[config.mk]
export PLATFORM = sky130hd
export DESIGN_NAME = vga_timing_gen
export DESIGN_NICKNAME = d
export VERILOG_FILES = /design/src/rtl/vga_timing_gen.sv
export SDC_FILE = /design/constraint.sdc
export NUM_CORES = 1
export LEC_CHECK = 0
export CAP_MARGIN = 10
export CORE_MARGIN = 2
export CORE_UTILIZATION = 30
export DETAILED_ROUTE_END_ITERATION = 7
export SLEW_MARGIN = 20
export SYNTH_ARGS = -nofsm -noshare
export SYNTH_HDL_FRONTEND = slang
export SYNTH_SLANG_ARGS = --single-unit
[constraint.sdc]
create_clock -name clk -period 2.64 [get_ports clk]
set_input_delay 0.528 -clock clk [delete_from_list [all_inputs] [get_ports clk]]
set_output_delay 0.528 -clock clk [all_outputs]
set_load 0.02 [all_outputs]
[src/rtl/vga_timing_gen.sv]
// vga_timing_gen
//   VGA timing generator and framebuffer address sequencer for one pixel
//   clock domain. Stage 1 registers the framebuffer read strobe/address from
//   the raw h/v counters; the video outputs follow RD_LAT further enabled
//   stages so that synchronous BRAM read data lines up with de.
// Ports
//   clk, rst_n (synchronous, active-low), pix_ce (pixel clock enable)
//   hsync, vsync, de, x, y, line_start, frame_start : video timing outputs
//   fb_rd_en, fb_addr                                : framebuffer read port
module vga_timing_gen #(
  parameter int unsigned H_ACTIVE  = 800,
  parameter int unsigned H_FP      = 40,
  parameter int unsigned H_SYNC    = 128,
  parameter int unsigned H_BP      = 88,
  parameter int unsigned V_ACTIVE  = 600,
  parameter int unsigned V_FP      = 1,
  parameter int unsigned V_SYNC    = 4,
  parameter int unsigned V_BP      = 23,
  parameter int unsigned HS_POL    = 1,
  parameter int unsigned VS_POL    = 1,
  parameter int unsigned H_SHIFT   = 1,
  parameter int unsigned V_SHIFT   = 2,
  parameter int unsigned FB_STRIDE = 512,
  parameter int unsigned ADDR_W    = 16,
  parameter int unsigned RD_LAT    = 1
) (
  input  logic              clk,
  input  logic              rst_n,
  input  logic              pix_ce,
  output logic              hsync,
  output logic              vsync,
  output logic              de,
  output logic [10:0]       x,
  output logic [10:0]       y,
  output logic              line_start,
  output logic              frame_start,
  output logic              fb_rd_en,
  output logic [ADDR_W-1:0] fb_addr
);

  localparam int unsigned H_TOTAL = H_ACTIVE + H_FP + H_SYNC + H_BP;
  localparam int unsigned V_TOTAL = V_ACTIVE + V_FP + V_SYNC + V_BP;

  localparam logic [10:0] H_ACT_C  = 11'(H_ACTIVE);
  localparam logic [10:0] H_SS_C   = 11'(H_ACTIVE + H_FP);
  localparam logic [10:0] H_SE_C   = 11'(H_ACTIVE + H_FP + H_SYNC);
  localparam logic [10:0] H_LAST_C = 11'(H_TOTAL - 1);
  localparam logic [10:0] V_ACT_C  = 11'(V_ACTIVE);
  localparam logic [10:0] V_SS_C   = 11'(V_ACTIVE + V_FP);
  localparam logic [10:0] V_SE_C   = 11'(V_ACTIVE + V_FP + V_SYNC);
  localparam logic [10:0] V_LAST_C = 11'(V_TOTAL - 1);
  localparam logic [10:0] V_MASK_C = 11'((1 << V_SHIFT) - 1);

  localparam logic [ADDR_W-1:0] STRIDE_C = ADDR_W'(FB_STRIDE);

  localparam logic HS_ON = (HS_POL != 0);
  localparam logic VS_ON = (VS_POL != 0);

  // Parameter legality, checked at elaboration
  if (H_FP < 1 || H_SYNC < 1 || H_BP < 1 || V_FP < 1 || V_SYNC < 1 || V_BP < 1 ||
      H_TOTAL >= 2048 || V_TOTAL >= 2048 || RD_LAT > 4) begin : g_bad_params
    $error("vga_timing_gen: illegal timing parameters");
  end

  typedef struct packed {
    logic        hs;
    logic        vs;
    logic        de;
    logic [10:0] x;
    logic [10:0] y;
    logic        ls;
    logic        fs;
  } vid_t;

  localparam vid_t VID_IDLE = '{hs: ~HS_ON, vs: ~VS_ON, de: 1'b0, x: 11'd0, y: 11'd0,
                                ls: 1'b0, fs: 1'b0};

  logic [10:0]       hc_q, hc_d;
  logic [10:0]       vc_q, vc_d;
  logic [ADDR_W-1:0] row_base_q, row_base_d;
  logic              rd_en_q, rd_en_d;
  logic [ADDR_W-1:0] addr_q, addr_d;
  vid_t              pipe_q [RD_LAT+1];
  vid_t              pipe_d [RD_LAT+1];

  logic        h_wrap, v_wrap, act, hs_a, vs_a;
  logic [10:0] vc_inc;

  // Position decode from the raw counters
  assign h_wrap = (hc_q == H_LAST_C);
  assign v_wrap = (vc_q == V_LAST_C);
  assign vc_inc = vc_q + 11'd1;
  assign act    = (hc_q < H_ACT_C) && (vc_q < V_ACT_C);
  assign hs_a   = (hc_q >= H_SS_C) && (hc_q < H_SE_C);
  assign vs_a   = (vc_q >= V_SS_C) && (vc_q < V_SE_C);

  // Counters and fb row base; row base steps once per replicated fb row
  always_comb begin : p_count
    hc_d       = hc_q;
    vc_d       = vc_q;
    row_base_d = row_base_q;
    if (pix_ce) begin
      if (h_wrap) begin
        hc_d = 11'd0;
        if (v_wrap) begin
          vc_d       = 11'd0;
          row_base_d = '0;
        end else begin
          vc_d = vc_inc;
          if ((vc_inc < V_ACT_C) && ((vc_inc & V_MASK_C) == 11'd0)) begin
            row_base_d = row_base_q + STRIDE_C;
          end
        end
      end else begin
        hc_d = hc_q + 11'd1;
      end
    end
  end

  // Stage 1 (read port + video decode) and the RD_LAT video delay line
  always_comb begin : p_pipe
    rd_en_d = rd_en_q;
    addr_d  = addr_q;
    pipe_d  = pipe_q;
    if (pix_ce) begin
      rd_en_d = act;
      if (act) begin
        addr_d = row_base_q + ADDR_W'(hc_q >> H_SHIFT);
      end
      pipe_d[0] = '{hs: hs_a ? HS_ON : ~HS_ON,
                    vs: vs_a ? VS_ON : ~VS_ON,
                    de: act,
                    x:  act ? hc_q : 11'd0,
                    y:  act ? vc_q : 11'd0,
                    ls: (hc_q == 11'd0),
                    fs: (hc_q == 11'd0) && (vc_q == 11'd0)};
      for (int unsigned i = 1; i <= RD_LAT; i++) begin
        pipe_d[i] = pipe_q[i-1];
      end
    end
  end

  always_ff @(posedge clk) begin : p_regs
    if (!rst_n) begin
      hc_q       <= 11'd0;
      vc_q       <= 11'd0;
      row_base_q <= '0;
      rd_en_q    <= 1'b0;
      addr_q     <= '0;
      for (int unsigned i = 0; i <= RD_LAT; i++) begin
        pipe_q[i] <= VID_IDLE;
      end
    end else begin
      hc_q       <= hc_d;
      vc_q       <= vc_d;
      row_base_q <= row_base_d;
      rd_en_q    <= rd_en_d;
      addr_q     <= addr_d;
      for (int unsigned i = 0; i <= RD_LAT; i++) begin
        pipe_q[i] <= pipe_d[i];
      end
    end
  end

  assign hsync       = pipe_q[RD_LAT].hs;
  assign vsync       = pipe_q[RD_LAT].vs;
  assign de          = pipe_q[RD_LAT].de;
  assign x           = pipe_q[RD_LAT].x;
  assign y           = pipe_q[RD_LAT].y;
  assign line_start  = pipe_q[RD_LAT].ls;
  assign frame_start = pipe_q[RD_LAT].fs;
  assign fb_rd_en    = rd_en_q;
  assign fb_addr     = addr_q;

endmodule

* Word level (Yosys, flattened, before mapping)
Index checks and enable logic that the tools add are counted.
** Cells by class
- $add $sub $neg :: 4
- Order comparisons :: 7
- Equal/unequal tests :: 2
- Multiplexer cells :: 8
- Reduce and logical (&&, ||, !) cells :: 12
** Operators with widths (count)
- < comparator 11 x 10 -> 1 bit, second input constant :: 5
- 2-to-1 mux 11 bit :: 4
- zero test 11 bit :: 3
- 2-to-1 mux 16 bit :: 2
- adder 11 x 1 -> 11 bit, second input constant :: 2
- >= comparator 11 x 10 -> 1 bit, second input constant :: 2
- adder 16 x 10 -> 16 bit :: 1
- adder 16 x 10 -> 16 bit, second input constant :: 1
- == test 11 x 10 -> 1 bit, second input constant :: 1
- == test 11 bit, second input constant :: 1
- logical AND 1 bit :: 5
- AND reduction 2 bit :: 2
- AND reduction 3 bit :: 1
- 2-to-1 mux 1 bit :: 2
- nonzero test 2 bit :: 1
** Storage, ports and cells
- Register bits :: 108
- Input bits :: 3
- Output and inout port bits :: 44
- Logic and storage cells :: 51

* Longest topological paths before layout
- Depth in word-level cells :: 5
- Gate-level depth with buffers :: 8
- Gate-level depth less buffers :: 7

* Worst setup path before layout
No wires, ideal clock.
- Kind :: register to register
- Start point :: register vc_q[1]
- End point :: register row_base_q[11]
- Setup time :: 0.122 ns
- Data arrival time :: 2.068 ns
- Data required time :: 2.518 ns
- Setup slack :: 0.450 ns
- Stages on the path, launching flop included :: 8
- Buffers on the path :: 1
- Period minus slack after synthesis :: 2.190 ns
- Path through :: dfxtp_1 -> ha_1 -> buf_2 -> nand4_4 -> o311ai_1 -> nor2_1 -> and2_4 -> a221o_1
** On the way
- Word-level cells in the longest chain between the ends :: 5
- Elaborated cells on any way between the ends :: 8
- Classes of those cells :: 1 x add/sub; 1 x order compare; 1 x eq/ne; 1 x mux; 4 x reduce/logical
** Ends and longest elaborated chain
- start, declared :: RTL line 79 : logic [10:0] vc_q, vc_d;
- start signal, assigned :: RTL line 155 : vc_q <= vc_d;
- adder 11 x 1 -> 11 bit :: RTL line 92 : assign vc_inc = vc_q + 11'd1;
- < comparator 11 x 10 -> 1 bit or zero test 11 bit (tied branches) :: RTL line 110 : if ((vc_inc < V_ACT_C) && ((vc_inc & V_MASK_C) == 11'd0)) begin
- logical AND 1 bit :: RTL line 110
- nonzero test 2 bit (no line)
- AND reduction 3 bit (no line)
- end signal, assigned :: RTL line 156 : row_base_q <= row_base_d;
- end, declared :: RTL line 80 : logic [ADDR_W-1:0] row_base_q, row_base_d;
Parallel ways exist; a longest one is shown, timed or not.
A chain may end at the register's enable or synchronous reset.

* Worst setup path in the final report
Ends and elaborated chain as after synthesis.

==> impl_metrics.env <==
export IMPL_ys_ff_latch=99
export IMPL_synth_area_leaders="dfxtp_1 45%, mux2i_1 8.3%, nor2_1 5.8%, a22o_1 4.5%, buf_4 4.0%"
export IMPL_finClkSkew_ps=7.16
export IMPL_rsz0062_at_grt="no"
export IMPL_drive_gt1_share_pct=8.87
export IMPL_numCtsBuffers=9
export IMPL_final_common_cell="dfxtp_1"
export IMPL_io_buffers=46
export IMPL_reg2reg_slack_ps=220
export IMPL_min_period_ps=2420
export IMPL_final_cell_mix="99 x dfxtp_1, 68 x nor2_1, 45 x clkdlybuf4s50_1"
export IMPL_cts_resized=0
export IMPL_cts_setup_buffers=0
export IMPL_place_gp_congestion=0.840
export IMPL_num_rows=44
export IMPL_final_nets=493
export IMPL_cts_hold_buf=0
export IMPL_overflow=0
export IMPL_setup_violations=0
export IMPL_synth_top_flop_cell="dfxtp_1"
export IMPL_vias=3309
export IMPL_min_delay_path_class="flop to flop"
export IMPL_fillers=1480
export IMPL_yosysWarnings=0
export IMPL_use_met1_pct=16.5
export IMPL_r2r_start="vc_q[1]"
export IMPL_ir_worst_vdd_v=0.000295
export IMPL_postSynthAreaPerCell_sq_um=9.45
export IMPL_grt_first_pass_wirelength_mm=15.8
export IMPL_outcome="complete, no violations"
export IMPL_worstPathArrival_ps=2650
export IMPL_r2r_cells=6
export IMPL_busiest_layer="met2"
export IMPL_clock_sinks=99
export IMPL_worstMarginPinSlew_ps=620
export IMPL_synth_edf_count=0
export IMPL_clockBufferDepth=2
export IMPL_cellLeakagePower_nw=1.97
export IMPL_dieArea_sq_um=15800
export IMPL_die_w_um=126
export IMPL_coreArea_sq_um=14500
export IMPL_netlist_area_sq_um=4450
export IMPL_grt_max_degree=36
export IMPL_regArea_sq_um=1980
export IMPL_multi_input_area_sq_um=2090
export IMPL_wire_per_inst_um=14.0
export IMPL_place_detailed_hpwl_mm=6.58
export IMPL_start_kind="flop"
export IMPL_grt_util_met3_pct=2.51
export IMPL_area_delta_synth_final_pct=16.4
export IMPL_fin_ws_ps=220
export IMPL_yosysUniqueCellTypes=59
export IMPL_first_iter_violations=243
export IMPL_async_reset_ff_share_pct=0
export IMPL_dp_slack_ps=234
export IMPL_yosysTopAreaCell="dfxtp_1"
export IMPL_drv_cap=0
export IMPL_clock_fmax_mhz=413
export IMPL_antenna_cells=0
export IMPL_syn_nets=482
export IMPL_endpoint_kind="flop"
export IMPL_grt_usage_pct=12.1
export IMPL_start_util_pct=30.6
export IMPL_grt_met2_usage_pct=19.2
export IMPL_routed_wl_mm=9.34
export IMPL_first_global_vias=3165
export IMPL_dr_pass1_iters=4
export IMPL_antenna_found_initial=0
export IMPL_yosysSeqAreaShare_pct=44.5
export IMPL_h_tree_depth=3
export IMPL_required_ps=2870
export IMPL_powerDensity_nw_per_um2=570
export IMPL_syn_inst=471
export IMPL_yosysTopAreaCellShare_pct=44.5
export IMPL_io_pins=47
export IMPL_setup_tns_ps=0
export IMPL_drv_slew=0
export IMPL_vias_per_cell=4.95
export IMPL_finalCritPeriodShare_pct=91.7
export IMPL_crit_path_max_fanout=9
export IMPL_cts_clk_slew_worst_paths_ps=60
export IMPL_min_path_cells=2
export IMPL_root_buffer="clkbuf_16"
export IMPL_drc=0
export IMPL_min_to="pipe_q[27]"
export IMPL_die_h_um=126
export IMPL_clkLatencyLatePin_ps=340
export IMPL_ant_nets=0
export IMPL_r2r_end="row_base_q[11]"
export IMPL_slew_headroom_pct=58.0
export IMPL_finalHoldViolCount=0
export IMPL_cts_tree="built"
export IMPL_worstSetupPathType="flop to flop"
export IMPL_hp_start="pipe_q[27]"
-- power by group --
group	switching, W	internal [W]
Combinational	0.0000833	0.0000545
Clock	0.000538	0.000751
Sequential	0.0000143	0.00151
Total	0.000635	0.00232
-- sequential cells by signal, summed over array words and instances (netlist names) --
| register | flops |
|---|---|
| frame_start | 1 |
| fb_addr | 16 |
| pipe_q | 27 |
| de | 1 |
| row_base_q | 7 |
| x | 11 |
| y | 11 |
| line_start | 1 |
| hsync | 1 |
| vsync | 1 |
| hc_q | 11 |
| vc_q | 11 |
-- stage by stage --
step                util [%]  total power, W  hold WS [ps]  cell area [sq um]  instances
global placement        33.6         0.00169           437               4890        655
global route            35.6         0.00307           476               5180        669
finish                  35.6         0.00295           458               5180        669
detailed placement      33.6         0.00170           445               4890        655
CTS                     35.6         0.00299           465               5180        669
floorplan                  -         0.00165           422               4450        471
-- layer usage --
| metal | wire length (um) | vias to the layer above |
|---|---|---|
| met3 | 276 | 10 |
| met2 | 4270 | 60 |
| met5 | 0 | - |
| met1 | 4640 | 1589 |
| met4 | 150 | 0 |
| li1 | - | 1650 |
-- worst max-delay path: stages, from the launching register on --
cell and delay [ps]:
dfxtp_1 490, ha_1 290, nand4_4 190, o311ai_1 630
nor2_1 180, and2_4 220, a221o_1 300
-- cell usage after synthesis (2+ instances only) --
library cell   n
a211oi_1       7
a21o_1         3
a21oi_1        9
a22o_1        23
a31oi_1        3
and2_1         3
and3_1         2
and4_1         5
buf_1          2
buf_2          9
buf_4         24
buf_6          4
clkbuf_1      20
dfxtp_1       99
ha_1           8
inv_1          8
mux2i_1       37
nand2_1       25
nand2b_1       2
nand3_1       12
nand3b_1       2
nand4_1       11
nor2_1        69
nor2b_1        3
nor3_1         6
nor4_1         2
o211ai_1       4
o21ai_0        6
o21ai_1        6
o31ai_1        6
o41ai_2        2
or4_1          2
xnor2_1       11
xor2_1        11
-- logic make-up (layout without fill, tap and decap cells) --
logic type / Yosys count / in the layout / share of synthesized area, %
fa+ha+maj: 8 / 8 / 2.25
xor+xnor: 22 / 22 / 4.33
buf+inv: 68 / 82 / 8.69
compound gates: 81 / 81 / 14.1
mux: 38 / 38 / 8.57
flops: 99 / 99 / 44.5
simple gates: 155 / 155 / 17.5
-- worst max path at each step --
stage	startpoint	to	slack, ps	cells after the start
after detailed placement	vc_q[1]	row_base_q[11]	230	6
after floorplan	vc_q[1]	row_base_q[11]	450	7
after CTS	vc_q[1]	row_base_q[11]	210	6
after global placement	vc_q[1]	row_base_q[11]	360	8
final	vc_q[1]	row_base_q[11]	220	6
after global routing	vc_q[1]	row_base_q[11]	60	6
-- final cells by class --
class | instances | area share [%]
multi-input cells | 304 | 40.3
well taps | 184 | 4.45
repair buffers | 59 | 10.7
inverters | 9 | 0.652
flip-flops and latches | 99 | 38.3
clock inverters | 4 | 0.991
clock buffers | 10 | 4.61
No activity file was read; power rests on OpenSTA's default activity.
